--- src/rtl/alu_mc.sv ---
// alu_mc: multi-cycle signed ALU for the CPU datapath.
//
// Single-cycle ops (add/sub/logic/shift/branch/illegal) finish in one clock. Multiply runs an
// iterative shift-add and divide/remainder a restoring divider, both on operand magnitudes, for
// WIDTH clocks, with sign correction and exception handling applied at the final edge.
//
// Ports:
//   clk         - clock, rising edge
//   rst         - asynchronous active-high reset, aborts any op in flight
//   start       - request, sampled only while busy=0
//   a, b        - signed operands, captured with start
//   s           - 4-bit opcode, captured with start
//   f           - registered result, held until the next completed op
//   take_branch - registered branch decision
//   ovf         - registered overflow / exception flag
//   busy        - high while a multi-cycle op runs
//   done        - one-cycle pulse when f/take_branch/ovf update
//
// WIDTH must be a power of two and at least 4.

module alu_mc #(
  parameter int unsigned WIDTH = 16
) (
  input  logic             clk,
  input  logic             rst,
  input  logic             start,
  input  logic [WIDTH-1:0] a,
  input  logic [WIDTH-1:0] b,
  input  logic [3:0]       s,
  output logic [WIDTH-1:0] f,
  output logic             take_branch,
  output logic             ovf,
  output logic             busy,
  output logic             done
);

  localparam int unsigned ShW  = $clog2(WIDTH);
  localparam int unsigned CntW = $clog2(WIDTH);

  localparam logic [CntW-1:0]  CntLoad = CntW'(WIDTH - 1);
  localparam logic [WIDTH-1:0] MinVal  = {1'b1, {(WIDTH-1){1'b0}}};

  localparam logic [3:0] OpAdd  = 4'h0;
  localparam logic [3:0] OpNot  = 4'h1;
  localparam logic [3:0] OpAnd  = 4'h2;
  localparam logic [3:0] OpOr   = 4'h3;
  localparam logic [3:0] OpAsr  = 4'h4;
  localparam logic [3:0] OpShl  = 4'h5;
  localparam logic [3:0] OpBeqz = 4'h6;
  localparam logic [3:0] OpBnez = 4'h7;
  localparam logic [3:0] OpXor  = 4'h8;
  localparam logic [3:0] OpSub  = 4'h9;
  localparam logic [3:0] OpMul  = 4'hA;
  localparam logic [3:0] OpDiv  = 4'hB;
  localparam logic [3:0] OpRem  = 4'hC;
  localparam logic [3:0] OpBlt  = 4'hD;

  typedef enum logic [0:0] {StIdle, StRun} state_e;

  state_e           state_q;
  logic [CntW-1:0]  cnt_q;
  logic [3:0]       op_q;
  logic [WIDTH-1:0] mcand_q;   // multiplicand (mul) or divisor magnitude (div/rem)
  logic [WIDTH-1:0] hi_q;      // product high half (mul) or partial remainder (div/rem)
  logic [WIDTH-1:0] lo_q;      // multiplier bits (mul) or dividend/quotient bits (div/rem)
  logic [WIDTH-1:0] a_q;
  logic             neg_q;     // product/quotient is negative
  logic             sign_a_q;  // remainder takes the sign of a
  logic             div0_q;
  logic             divovf_q;  // MIN / -1
  logic [WIDTH-1:0] f_q;
  logic             tb_q;
  logic             ovf_q;
  logic             done_q;

  // ---------------------------------------------------------------------------
  // Single-cycle datapath, evaluated directly from the inputs
  // ---------------------------------------------------------------------------
  logic [WIDTH:0]   add_ext;
  logic [WIDTH:0]   sub_ext;
  logic             big_shift;
  logic [WIDTH-1:0] asr_res;
  logic [WIDTH-1:0] shl_res;
  logic             is_multi;
  logic [WIDTH-1:0] sc_f;
  logic             sc_tb;
  logic             sc_ovf;

  // One extra sign bit exposes signed overflow as a mismatch of the top two bits.
  assign add_ext = {a[WIDTH-1], a} + {b[WIDTH-1], b};
  assign sub_ext = {a[WIDTH-1], a} - {b[WIDTH-1], b};

  // WIDTH is a power of two, so b >= WIDTH exactly when any bit above the shift field is set.
  assign big_shift = |b[WIDTH-1:ShW];
  assign asr_res   = big_shift ? {WIDTH{a[WIDTH-1]}} : WIDTH'($signed(a) >>> b[ShW-1:0]);
  assign shl_res   = big_shift ? '0 : (a << b[ShW-1:0]);

  assign is_multi = (s == OpMul) || (s == OpDiv) || (s == OpRem);

  always_comb begin
    sc_f   = '0;
    sc_tb  = 1'b0;
    sc_ovf = 1'b0;
    unique case (s)
      OpAdd: begin
        sc_f   = add_ext[WIDTH-1:0];
        sc_ovf = add_ext[WIDTH] ^ add_ext[WIDTH-1];
      end
      OpNot:  sc_f = ~b;
      OpAnd:  sc_f = a & b;
      OpOr:   sc_f = a | b;
      OpAsr:  sc_f = asr_res;
      OpShl:  sc_f = shl_res;
      OpBeqz: sc_tb = (a == '0);
      OpBnez: sc_tb = (a != '0);
      OpXor:  sc_f = a ^ b;
      OpSub: begin
        sc_f   = sub_ext[WIDTH-1:0];
        sc_ovf = sub_ext[WIDTH] ^ sub_ext[WIDTH-1];
      end
      OpBlt:  sc_tb = ($signed(a) < $signed(b));
      OpMul, OpDiv, OpRem: begin
        // Handled by the iterative path.
      end
      default: begin
        sc_tb  = 1'b1;
        sc_ovf = 1'b1;
      end
    endcase
  end

  // ---------------------------------------------------------------------------
  // Iterative datapath
  // ---------------------------------------------------------------------------
  logic [WIDTH-1:0] abs_a;
  logic [WIDTH-1:0] abs_b;

  // Magnitude of MIN is 2^(WIDTH-1), which still fits as an unsigned WIDTH value.
  assign abs_a = a[WIDTH-1] ? -a : a;
  assign abs_b = b[WIDTH-1] ? -b : b;

  // Shift-add step: add the multiplicand when the current multiplier bit is set, then shift
  // the {hi, lo} pair right, retiring one multiplier bit per step.
  logic [WIDTH:0]   mul_sum;
  logic [WIDTH-1:0] mul_hi_n;
  logic [WIDTH-1:0] mul_lo_n;

  assign mul_sum  = {1'b0, hi_q} + (lo_q[0] ? {1'b0, mcand_q} : '0);
  assign mul_hi_n = mul_sum[WIDTH:1];
  assign mul_lo_n = {mul_sum[0], lo_q[WIDTH-1:1]};

  // Restoring step: shift the next dividend bit into the remainder, subtract the divisor when
  // it fits, and shift the resulting quotient bit into lo.
  logic [WIDTH:0]   div_shift;
  logic [WIDTH:0]   div_sub;
  logic             div_ge;
  logic [WIDTH-1:0] div_hi_n;
  logic [WIDTH-1:0] div_lo_n;

  assign div_shift = {hi_q, lo_q[WIDTH-1]};
  assign div_ge    = (div_shift >= {1'b0, mcand_q});
  assign div_sub   = div_shift - {1'b0, mcand_q};
  assign div_hi_n  = div_ge ? div_sub[WIDTH-1:0] : div_shift[WIDTH-1:0];
  assign div_lo_n  = {lo_q[WIDTH-2:0], div_ge};

  logic [WIDTH-1:0] it_hi_n;
  logic [WIDTH-1:0] it_lo_n;

  assign it_hi_n = (op_q == OpMul) ? mul_hi_n : div_hi_n;
  assign it_lo_n = (op_q == OpMul) ? mul_lo_n : div_lo_n;

  // Final result, formed from the last iteration's outputs so no extra clock is needed.
  logic [2*WIDTH-1:0] prod_mag;
  logic [2*WIDTH-1:0] prod;
  logic [WIDTH:0]     prod_top;
  logic               mul_ovf;
  logic [WIDTH-1:0]   quo;
  logic [WIDTH-1:0]   rmd;
  logic [WIDTH-1:0]   fin_f;
  logic               fin_ovf;

  assign prod_mag = {mul_hi_n, mul_lo_n};
  assign prod     = neg_q ? -prod_mag : prod_mag;
  // Product fits a signed WIDTH value only if bits [2W-1:W-1] are a pure sign extension.
  assign prod_top = prod[2*WIDTH-1:WIDTH-1];
  assign mul_ovf  = !((&prod_top) || (~|prod_top));

  assign quo = neg_q ? -div_lo_n : div_lo_n;
  assign rmd = sign_a_q ? -div_hi_n : div_hi_n;

  always_comb begin
    fin_f   = '0;
    fin_ovf = 1'b0;
    case (op_q)
      OpMul: begin
        fin_f   = prod[WIDTH-1:0];
        fin_ovf = mul_ovf;
      end
      OpDiv: begin
        if (div0_q) begin
          fin_f   = '1;
          fin_ovf = 1'b1;
        end else if (divovf_q) begin
          fin_f   = MinVal;
          fin_ovf = 1'b1;
        end else begin
          fin_f = quo;
        end
      end
      default: begin
        if (div0_q) begin
          fin_f   = a_q;
          fin_ovf = 1'b1;
        end else if (divovf_q) begin
          fin_f   = '0;
          fin_ovf = 1'b1;
        end else begin
          fin_f = rmd;
        end
      end
    endcase
  end

  // ---------------------------------------------------------------------------
  // Control FSM with registered outputs
  // ---------------------------------------------------------------------------
  always_ff @(posedge clk or posedge rst) begin
    if (rst) begin
      state_q  <= StIdle;
      cnt_q    <= '0;
      op_q     <= '0;
      mcand_q  <= '0;
      hi_q     <= '0;
      lo_q     <= '0;
      a_q      <= '0;
      neg_q    <= 1'b0;
      sign_a_q <= 1'b0;
      div0_q   <= 1'b0;
      divovf_q <= 1'b0;
      f_q      <= '0;
      tb_q     <= 1'b0;
      ovf_q    <= 1'b0;
      done_q   <= 1'b0;
    end else begin
      done_q <= 1'b0;
      unique case (state_q)
        StIdle: begin
          if (start) begin
            if (is_multi) begin
              op_q     <= s;
              // mul: multiplicand=|a|, multiplier=|b|; div/rem: divisor=|b|, dividend=|a|.
              mcand_q  <= (s == OpMul) ? abs_a : abs_b;
              lo_q     <= (s == OpMul) ? abs_b : abs_a;
              hi_q     <= '0;
              a_q      <= a;
              neg_q    <= a[WIDTH-1] ^ b[WIDTH-1];
              sign_a_q <= a[WIDTH-1];
              div0_q   <= (b == '0);
              divovf_q <= (a == MinVal) && (b == '1);
              cnt_q    <= CntLoad;
              state_q  <= StRun;
            end else begin
              f_q    <= sc_f;
              tb_q   <= sc_tb;
              ovf_q  <= sc_ovf;
              done_q <= 1'b1;
            end
          end
        end
        StRun: begin
          hi_q <= it_hi_n;
          lo_q <= it_lo_n;
          if (cnt_q == '0) begin
            f_q     <= fin_f;
            tb_q    <= 1'b0;
            ovf_q   <= fin_ovf;
            done_q  <= 1'b1;
            state_q <= StIdle;
          end else begin
            cnt_q <= cnt_q - 1'b1;
          end
        end
        default: state_q <= StIdle;
      endcase
    end
  end

  assign f           = f_q;
  assign take_branch = tb_q;
  assign ovf         = ovf_q;
  assign busy        = (state_q == StRun);
  assign done        = done_q;

endmodule

--- config.mk ---
export PLATFORM = sky130hd
export DESIGN_NAME = alu_mc
export DESIGN_NICKNAME = d
export VERILOG_FILES = /design/src/rtl/alu_mc.sv
export SDC_FILE = /design/constraint.sdc
export NUM_CORES = 1
export LEC_CHECK = 0
export BUFFER_PORTS_ARGS = -buffer_cell sky130_fd_sc_hd__buf_2
export CORE_AREA = 8 8 172 174
export DETAILED_ROUTE_END_ITERATION = 10
export DIE_AREA = 0 0 180 182
export HOLD_SLACK_MARGIN = 0.02
export PLACE_DENSITY = 0.66
export SETUP_SLACK_MARGIN = 0.02
export SLEW_MARGIN = 20
export SYNTH_ARGS = -nofsm -noshare
export SYNTH_HDL_FRONTEND = slang
export SYNTH_SLANG_ARGS = --single-unit
--- constraint.sdc ---
create_clock -name clk -period 5.1 [get_ports clk]
set_input_delay 0.255 -clock clk [delete_from_list [all_inputs] [get_ports clk]]
set_output_delay 0.255 -clock clk [all_outputs]
set_load 0.02 [all_outputs]
Word level (Yosys, flattened, before mapping)
Cells that the tools add are included.

storage, ports and cells
  bits of input ports = 39
  output and inout bits = 20
  register bits = 96
  word-level logic and storage cells = 133

operators by class
  multiplexer cells = 54
  $add $sub $neg = 10
  order comparisons = 2
  reduce and logical (&&, ||, !) cells = 20
  shift operators = 2
  eq/ne operators = 22
  bitwise operators = 8

operator list
  cell                  count
  $mux 16               23
  $pmux 16 s2           4
  $pmux 16 s8           1
  $neg 16->16           4
  $add 16x16->17        2
  $eq 16x16->1 const B  2
  $eq 4x4->1 const B    8
  $logic_not 16->1      2
  $mux 32               1
  $neg 32->32           1
  $reduce_or 12->1      2
  $ge 17x16->1          1
  $reduce_and 17->1     1
  $reduce_or 17->1      1
  $sub 16x16->17        1
  $and 16x16->16        1
  $eq 4x3->1 const B    4
  $lt 16x16->1          1
  $not 16->16           1
  $or 16x16->16         1
  $reduce_bool 16->1    1
  $shl 16x4->16         1
  $sshr 16x4->16        1
  $sub 16x16->16        1
  other kinds (21)      52

Depth between registers and ports, before layout
Gate-level depths: netlist (run 1).

  depth in word-level cells = 11
  depth in mapped cells = 21

Least setup slack after synthesis (run 1)
OpenSTA, ideal clock, no wires.

  path kind = register to register
  start = register hi_q[6]
  end = register f_q[10], in the netlist f[10]
  data required time = 4.974 ns
  cell stages (with the launch flop) = 19
  setup slack = 0.858 ns
  arrival = 4.116 ns
  setup time = 0.126 ns
  cell sequence = dfrtp_1 -> ha_1 -> clkbuf_1 -> and4_1 -> a31o_2 -> a21oi_1 -> a31o_2 -> nand2_1 -> clkinv_1 -> clkbuf_1 -> a21oi_1 -> ha_1 -> nand2_1 -> a2111oi_0 -> nor2_1 -> o41ai_1 -> xnor2_1 -> o22ai_1 -> a221o_1

on the way
  word-level cells in the longest chain between the ends = 9
  elaborated cells between the ends (all ways) = 14
  classes of those cells = 3 x add/sub; 1 x order compare; 10 x mux

RTL lines
  what                                                   RTL line  text
  start, declared                                        64        logic [WIDTH-1:0] hi_q;
  start signal, assigned                                 271       hi_q <= it_hi_n;
  $sub 16x16->16 / $ge 17x16->1 (equally long branches)  162, 161
  $mux 16                                                163       assign div_hi_n = div_ge ? div_sub[WIDTH-1:0] : div_shift[WIDTH-1:0];
  $neg 16->16                                            189       assign rmd = sign_a_q ? -div_hi_n : div_hi_n;
  $mux 16                                                189
  $mux 16                                                214       end else if (divovf_q) begin
  $mux 16                                                211       if (div0_q) begin
  $pmux 16 s2 *                                          194       case (op_q)
  $mux 16 *                                              273       if (cnt_q == '0) begin
  $pmux 16 s2 *                                          246       unique case (state_q)
  end signal, assigned                                   274       f_q <= fin_f;
  end, declared                                          71        logic [WIDTH-1:0] f_q;

Mark *: on every way between the ends. The rest lies on a longest branch, timed or not. The select of a mux whose other input is x is not followed.
A chain may end at the register's enable or synchronous reset.

Worst setup path in the final report (run 1)
  start = register hi_q[2]
  end = register f_q[10], in the netlist f[10]

The elaborated chain is that of the path after synthesis.

==> summary.txt, run 1 <==
Routing
  – DRC: 0
  – Via Count: approximately 15000
  – Initial DRC count: between 1500 and 2000
  – Routed length per instance: approximately 26 um
  – WL final: about 55 mm
  – Post-route ant nets: 0
  – Length of the first detailed-routing pass in iterations: 6
  – Vias/cell: slightly below 7

Die
  – Die Wd: around 180 um
  – Row cnt: 60
  – Total Die Area: 32800 um^2
  – Initial Utilization: about 50%
  – Die Y: between 150 and 200 um
  – Num ports: 59
  – Core area: between 20000 and 30000 um^2

Worst setup path
  – WP data arrival: 4.83 ns
  – CP peak stage delay: ~0.50 ns
  – CP max FO: 11
  – CP max stage cell: a2111oi_0
  – R2R depth: 17
  – CP cell instances: ha_1 > a21oi_1 > o21bai_1 > o211ai_1 > a31o_2 > nand2_1 > clkinv_1 > nor2_1 > a21oi_1 > ha_1 > nand2_1 > a2111oi_0 > nor2_1 > o41ai_1 > xnor2_1 > o22ai_1 > a221o_1
  – Startpoint Class: flop
  – CP Class: reg -> reg
  – CP required: between 5 and 6 ns
  – Setup crit end kind: flop

Synth
  – Simple-gate share of the synthesized area: between 20% and 30%
  – Synth warn: 0
  – Mux share of post-synthesis cell area: a little under 6%
  – Syn Inst Count: between 1500 and 2000
  – Number of synthesized flops with an enable pin: 0
  – Syn nets: just under 2000
  – Main combinational cell family by area after synthesis: compound AO/OA/AOI/OAI gates
  – Post-synthesis compound-gate area fraction: between 30% and 40%
  – Top_reg_cell synth: dfrtp_1
  – Yosys reg bits: 95
  – XOR/XNOR Fraction of Synth Area: about 6.2%
  – Sequential fraction of the synthesis area: a little under a fifth
  – Mapped Area: around 13000 um^2
  – Area share of fa/ha/maj cells after synthesis: 9.09%
  – Synthesized area per cell: 7.20 um^2
  – Cell variety after synth: 93
  – FFs w/ async S/R, synth: between 90% and 100%

Power and ir drop
  – Sw Share: between 50% and 60%
  – Gate power share: between 70% and 80%
  – Int Pwr: 4.29 mW
  – Switch Pwr: around 5.4 mW
  – Static Leakage: between 6 and 7 nW
  – Share of power burned in registers: about 17%
  – Overall Power: a little under 10 mW
  – Worst VDD drop: 0.000322 V
  – Clock share of power: under 10%
  – Pwr/cell area: slightly below 700 nW/um^2

Final layout
  – P&R area growth vs syn: 6.32%
  – Share of post-route cells with drive strength above 1: 9.32%
  – Fillers: approximately 2700
  – Most common cell after layout, fill and taps aside: nand2_1
  – Sequential cell area: 2380 um^2
  – # nets final: a little under 2000
  – Most frequent cells in the layout: nand2_1, nor2_1, o21ai_0
  – Multi-input logic area: between 9000 and 10000 um^2

Timing
  – Period minus WS final: roughly 4.6 ns
  – Unrepaired setup endpoints after global routing: false
  – Max-slew headroom: 33.7%
  – Slew @ Worst Pin: ~0.99 ns
  – Slew Viols, Final: 0
  – Max Clk Rate: 219 MHz
  – Final setup vio count: 0
  – Clk_skew: between 0.01 and 0.015 ns
  – Final hold violations: 0
  – Final Cycle Share: between 80% and 90%
  – Final TNS setup: 0 ns

Status
  – Status: finished, final reports clean

Global route
  – Initial antenna violation count: 4
  – GR Util All Layers: 32.9%
  – Largest net degree at the start of global routing: 56
  – Vias in the first global route: about 14000
  – First-pass GRT wire length: roughly 85 mm
  – GR Overflow Total: 0

Clock tree
  – Htree depth: 3
  – CTS max path bufs: 2
  – Root Driver: clkbuf_16
  – CTS Buf Count: 9
  – Resized Gates After CTS: 0
  – Skew-Pair Late Insertion Delay: 0.37 ns
  – CTS clk-pin slew, worst paths: roughly 0.080 ns
  – CTS tree: done
  – Setup Buffers After CTS: 0
  – # clock sinks: 95

Worst hold path
  – Hold Path Depth: 3
  – Min-delay worst type: in -> reg

Placement
  – Routability congestion estimate: between 1 and 1.5
  – DP HPWL: about 42 mm
  – Buffers on Ports: 58

Run
  – Maxcap violations: 0
==> layout make-up <==
| cell class | count | area share [%] |
|---|---|---|
| Sequential cell | 95 | 17.0 |
| Antenna cell | 2 | 0.0359 |
| Multi-Input combinational cell | 1512 | 71.2 |
| Clock buffer | 9 | 1.61 |
| Tap cell | 341 | 3.06 |
| Timing Repair Buffer | 92 | 3.93 |
| Inverter | 88 | 2.38 |
| Clock inverter | 7 | 0.699 |
==> layer usage <==
layer | wire [um] | up-vias | part of all wire (%) | track usage (%)
li1 | - | 6623 | - | -
met1 | 21900 | 7017 | 40 | 41.2
met2 | 24300 | 909 | 44 | 51.9
met3 | 5210 | 200 | 9.4 | 5.27
met4 | 4010 | 0 | 7.2 | 21.8
met5 | 0 | - | 0 | 0
==> power by group through the flow <==
stage          Sequential (mW)  Combinational, mW  Clock, mW
2_1_floorplan             1.43               5.26          0
3_3_place_gp              1.56               7.04          0
3_5_place_dp              1.58               7.07          0
4_1_cts                   1.57               7.11      0.762
5_1_grt                   1.63               7.90      0.796
6_report                  1.59               7.30      0.758
==> state kept, by name, indices dropped and copies added, names as in the netlist <==
register,count
a_q,16
busy,1
cnt_q,4
div0_q,1
divovf_q,1
done,1
f,16
hi_q,16
lo_q,16
mcand_q,16
neg_q,1
op_q,4
ovf,1
take_branch,1
==> critical path, delay by kind of cell, from the launching register on <==
| family | cells | cell delay [ns] |
|---|---|---|
| flops | 1 | 0.47 |
| xor+xnor | 1 | 0.19 |
| buf+inv | 1 | 0.13 |
| fa+ha+maj | 2 | 0.67 |
| simple gates | 4 | 0.36 |
| compound gates | 9 | 2.66 |
==> logic make-up after synthesis <==
family | Yosys count
and+or+nand+nor | 625
xor gates and xnor gates | 91
DFF | 95
AOI/OAI and AO/OA | 636
muxes | 67
adders and majority gates | 93
buffers and inverters | 216
==> worst paths after layout <==
| path | from | endpoint | slack (ns) |
|---|---|---|---|
| max in group asynchronous | rst | busy | 3.38 |
| max | hi_q[2] | f[10] | 0.53 |
| max reg2reg | hi_q[2] | f[10] | 0.53 |
| min in group asynchronous | rst | mcand_q[2] | 0.52 |
| min reg2reg | mcand_q[10] | mcand_q[10] | 0.48 |
| min | b[10] | divovf_q | 0.21 |
==> synth_stat cells, drive strengths merged, types with 21 or more instances <==
cell	count	share of area, %
xnor2	67	4.6
nand3	40	1.5
or3	24	1.2
nor3	32	1.2
a21oi	148	5.6
o211ai	24	1.4
dfrtp	95	18
ha	89	8.5
inv	85	2.4
clkbuf	100	2.9
xor2	24	1.6
o22ai	22	1.0
nand2	207	5.9
mux2i	52	4.0
a211oi	31	1.8
buf	28	0.91
nor2	190	5.4
a21o	21	1.2
o21ai	171	6.5
==> repair_timing <==
item / CTS / global route
hold buffers: 1 / 0
endpoints found under the setup margin: 0 / 0
hold endpoints to repair: 45 / 0
==> metrics by stage <==
stage	hold slack [ns]	worst slack [ns]	cells	cell area, um^2	util [%]
floorplan	0.400	0.858	1823	13100	-
global placement	0.384	0.728	2127	13600	51.1
detailed placement	0.387	0.635	2127	13600	51.1
CTS	0.195	0.612	2144	14000	52.4
global route	0.215	0.0800	2144	14000	52.4
finish	0.208	0.525	2146	14000	52.4
(Power assumes the default switching activity.)
==> run 2: changes to the inputs <==
- CORE_AREA: 8 8 172 174 -> 8 8 219 221
- DIE_AREA: 0 0 180 182 -> 0 0 227 229
- PLACE_DENSITY: 0.66 -> 0.44
==> run 2 against run 1 <==
  * Final cell count up 13%
  * Design area grew 2.7%
  * Fmax fell by 2.1%
  * Combinational power about the same
  * Clock skew grew 0.00089 ns
  * Core utilization fell by 20 points
  * Count of clock-buffer cells in the layout grew 1
  * Critical endpoint unchanged
  * Flip-flop and latch count unchanged
  * Sequential share of layout area down 0.45 points
  * Worst setup slack got worse by 0.10 ns
==> summary.txt, run 2 (same netlist as run 1, synthesis figures left out) <==
Status
  – Status: finished, final reports clean

Worst setup path
  – CP startpoint: hi_q[2]
  – CP cell instances: ha_1 > a21oi_1 > o21bai_1 > o211ai_1 > a31o_2 > nand2_1 > clkinv_1 > nor2_1 > a21oi_1 > ha_1 > nand2_1 > a2111oi_1 > nor2_1 > o41ai_1 > xnor2_1 > o22ai_1 > a221o_1
  – Critical path buffers and inverters: 1 (unchanged)
  – CP required: 5.36 ns (about the same)
  – Setup crit end kind: flop
  – CP peak stage delay: 0.47 ns (-0.03 ns)
  – Worst r2r src: hi_q[2]
  – Startpoint Class: flop
  – WP data arrival: 4.94 ns (+0.11 ns)
  – CP max stage cell: dfrtp_1
  – Largest delay share family, worst path: compound AO/OA/AOI/OAI gates
  – CP Class: reg -> reg
  – CP max FO: 11 (unchanged)

Global route
  – Vias in the first global route: 13860 (+0.036%)
  – GR Util All Layers: 22.2% (-11 points)
  – GR Overflow Total: 0 (unchanged)
  – First-pass GRT wire length: 89.2 mm (+5.2%)
  – Largest net degree at the start of global routing: 53 (-5.4%)
  – Initial antenna violation count: 0 (-4)

Power and ir drop
  – Pwr/cell area: 670 nW/um^2 (-3.1%)
  – Static Leakage: 6.07 nW (+0.62%)
  – Overall Power: 9.61 mW (-0.48%)
  – Worst VDD drop: 0.000313 V (-3.1%)

Timing
  – Max-slew headroom: 27.8% (-5.8 points)
  – Final hold violations: 0 (unchanged)
  – Slew @ Worst Pin: 1.08 ns (+0.0859 ns)
  – Unrepaired setup endpoints after global routing: false
  – Final TNS setup: 0 ns (unchanged)
  – Final setup vio count: 0 (unchanged)
  – Max Clk Rate: 214 MHz (-2.1%)
  – Period minus WS final: 4.67 ns (+0.100 ns)
  – Slew Viols, Final: 0 (unchanged)
  – Final Cycle Share: 91.7% (+2.0 points)
  – Clk_skew: 0.0130 ns (+0.000892 ns)

Clock tree
  – CTS Buf Count: 9 (unchanged)
  – # clock sinks: 95 (unchanged)
  – Htree depth: 3 (unchanged)
  – CTS max path bufs: 2 (unchanged)
  – CTS Hold Bufs: 0 (-1)
  – Skew-Pair Late Insertion Delay: 0.37 ns (about the same)
  – CTS tree: done
  – Root Driver: clkbuf_16
  – CTS clk-pin slew, worst paths: 0.08 ns (about the same)

Routing
  – Via Count: 14089 (-4.5%)
  – WL final: 59.1 mm (+6.5%)
  – Initial DRC count: 1178 (-36%)
  – Length of the first detailed-routing pass in iterations: 5 (-1)
  – Routed length per instance: 24.5 um (-5.3%)
  – Post-route ant nets: 0 (unchanged)
  – DRC: 0 (unchanged)
  – Vias/cell: 5.83 (-15%)

Final layout
  – # nets final: 1942 (+0.62%)
  – Share of post-route cells with drive strength above 1: 9.97% (+0.65 points)
  – Antenna diodes: 0 (-2)
  – Most common cell after layout, fill and taps aside: nand2_1
  – Most frequent cells in the layout: nand2_1, nor2_1, o21ai_0
  – Final core utilization: 32.1% (-20 points)
  – P&R area growth vs syn: 9.18%

Die
  – Num ports: 59 (unchanged)
  – Die Wd: 227 um (+26%)
  – Initial Utilization: 29.4% (-20 points)
  – Die Y: 229 um (+26%)
  – Row cnt: 78 (+30%)
  – Core area: 44700 um^2 (+68%)
  – Total Die Area: 52000 um^2 (+59%)

Worst hold path
  – Min-delay worst type: in -> async

Placement
  – Buffers on Ports: 58 (unchanged)
  – Routability congestion estimate: 0.956 (-8.6%)
  – DP HPWL: 46.6 mm (+11%)

Run
  – Maxcap violations: 0 (unchanged)
## run 2: cell types whose count changed in the layout (fill, tap and decap cells not counted), moves of 2 or more
cell        before  now
inv_8            3    1
buf_4           33   45
clkinv_4         2    0
diode_2          2    0
clkinv_2         0    2
clkinvlp_4       0    2
## run 2: what timing repair did
item / 4_1_cts / 5_1_grt
setup buffers: 0 / 0
resized for setup: 0 / 1
endpoints found under the setup margin: 0 / 1
## run 2: path summary, 6_finish.rpt
kind / cells past startpoint / to / slack (ns)
min reg2reg: 2 / mcand_q[9] / 0.49
max in group asynchronous: 3 / busy / 3.94
max: 17 / f[10] / 0.43
min in group clk: 3 / divovf_q / 0.22
min: 2 / lo_q[4] / 0.005
max reg2reg: 17 / f[10] / 0.43
## run 2: through the flow
| stage | setup slack [ns] | hold WS (ns) | cells | instance area (um^2) |
|---|---|---|---|---|
| global placement | 0.690 | 0.436 | 2399 | 14100 |
| global route | 0.126 | 0.0822 | 2415 | 14300 |
| finish | 0.425 | 0.00526 | 2415 | 14300 |
| detailed placement | 0.429 | 0.440 | 2399 | 14100 |
| floorplan | 0.858 | 0.400 | 1823 | 13100 |
| CTS | 0.402 | 0.0415 | 2415 | 14300 |
## run 2: worst reg2reg max path: stages, from the launching register on
cell       delay (ns)
dfrtp_1          0.47
ha_1             0.40
a21oi_1          0.26
o21bai_1         0.15
o211ai_1         0.35
a31o_2           0.37
nand2_1          0.22
clkinv_1         0.13
nor2_1           0.05
a21oi_1          0.24
ha_1             0.29
nand2_1          0.07
a2111oi_1        0.46
nor2_1           0.09
o41ai_1          0.45
xnor2_1          0.18
o22ai_1          0.10
a221o_1          0.30
## run 2: metal layers
metal / vias up / GRT usage (%) / routed length [um]
li1: 6652 / - / -
met1: 6869 / 28.9 / 26400
met2: 453 / 37.1 / 27900
met3: 115 / 1.84 / 2150
met4: 0 / 9.44 / 2610
met5: - / 0 / 0
## run 2: layout make-up
type                       count  area [um^2]
sequential                    95         2380
clock buffer                  10          229
inverter                      88          333
timing repair buffer         104          648
tap                          600          751
fill                        4971        30400
multi-input combinational   1512         9950
clock inverter                 6         45.0
## run 2: power by group
part | internal (mW) | switching (mW) | total (mW)
combinational | 2.79 | 4.51 | 7.30
clock | 0.336 | 0.358 | 0.693
sequential | 1.13 | 0.480 | 1.61
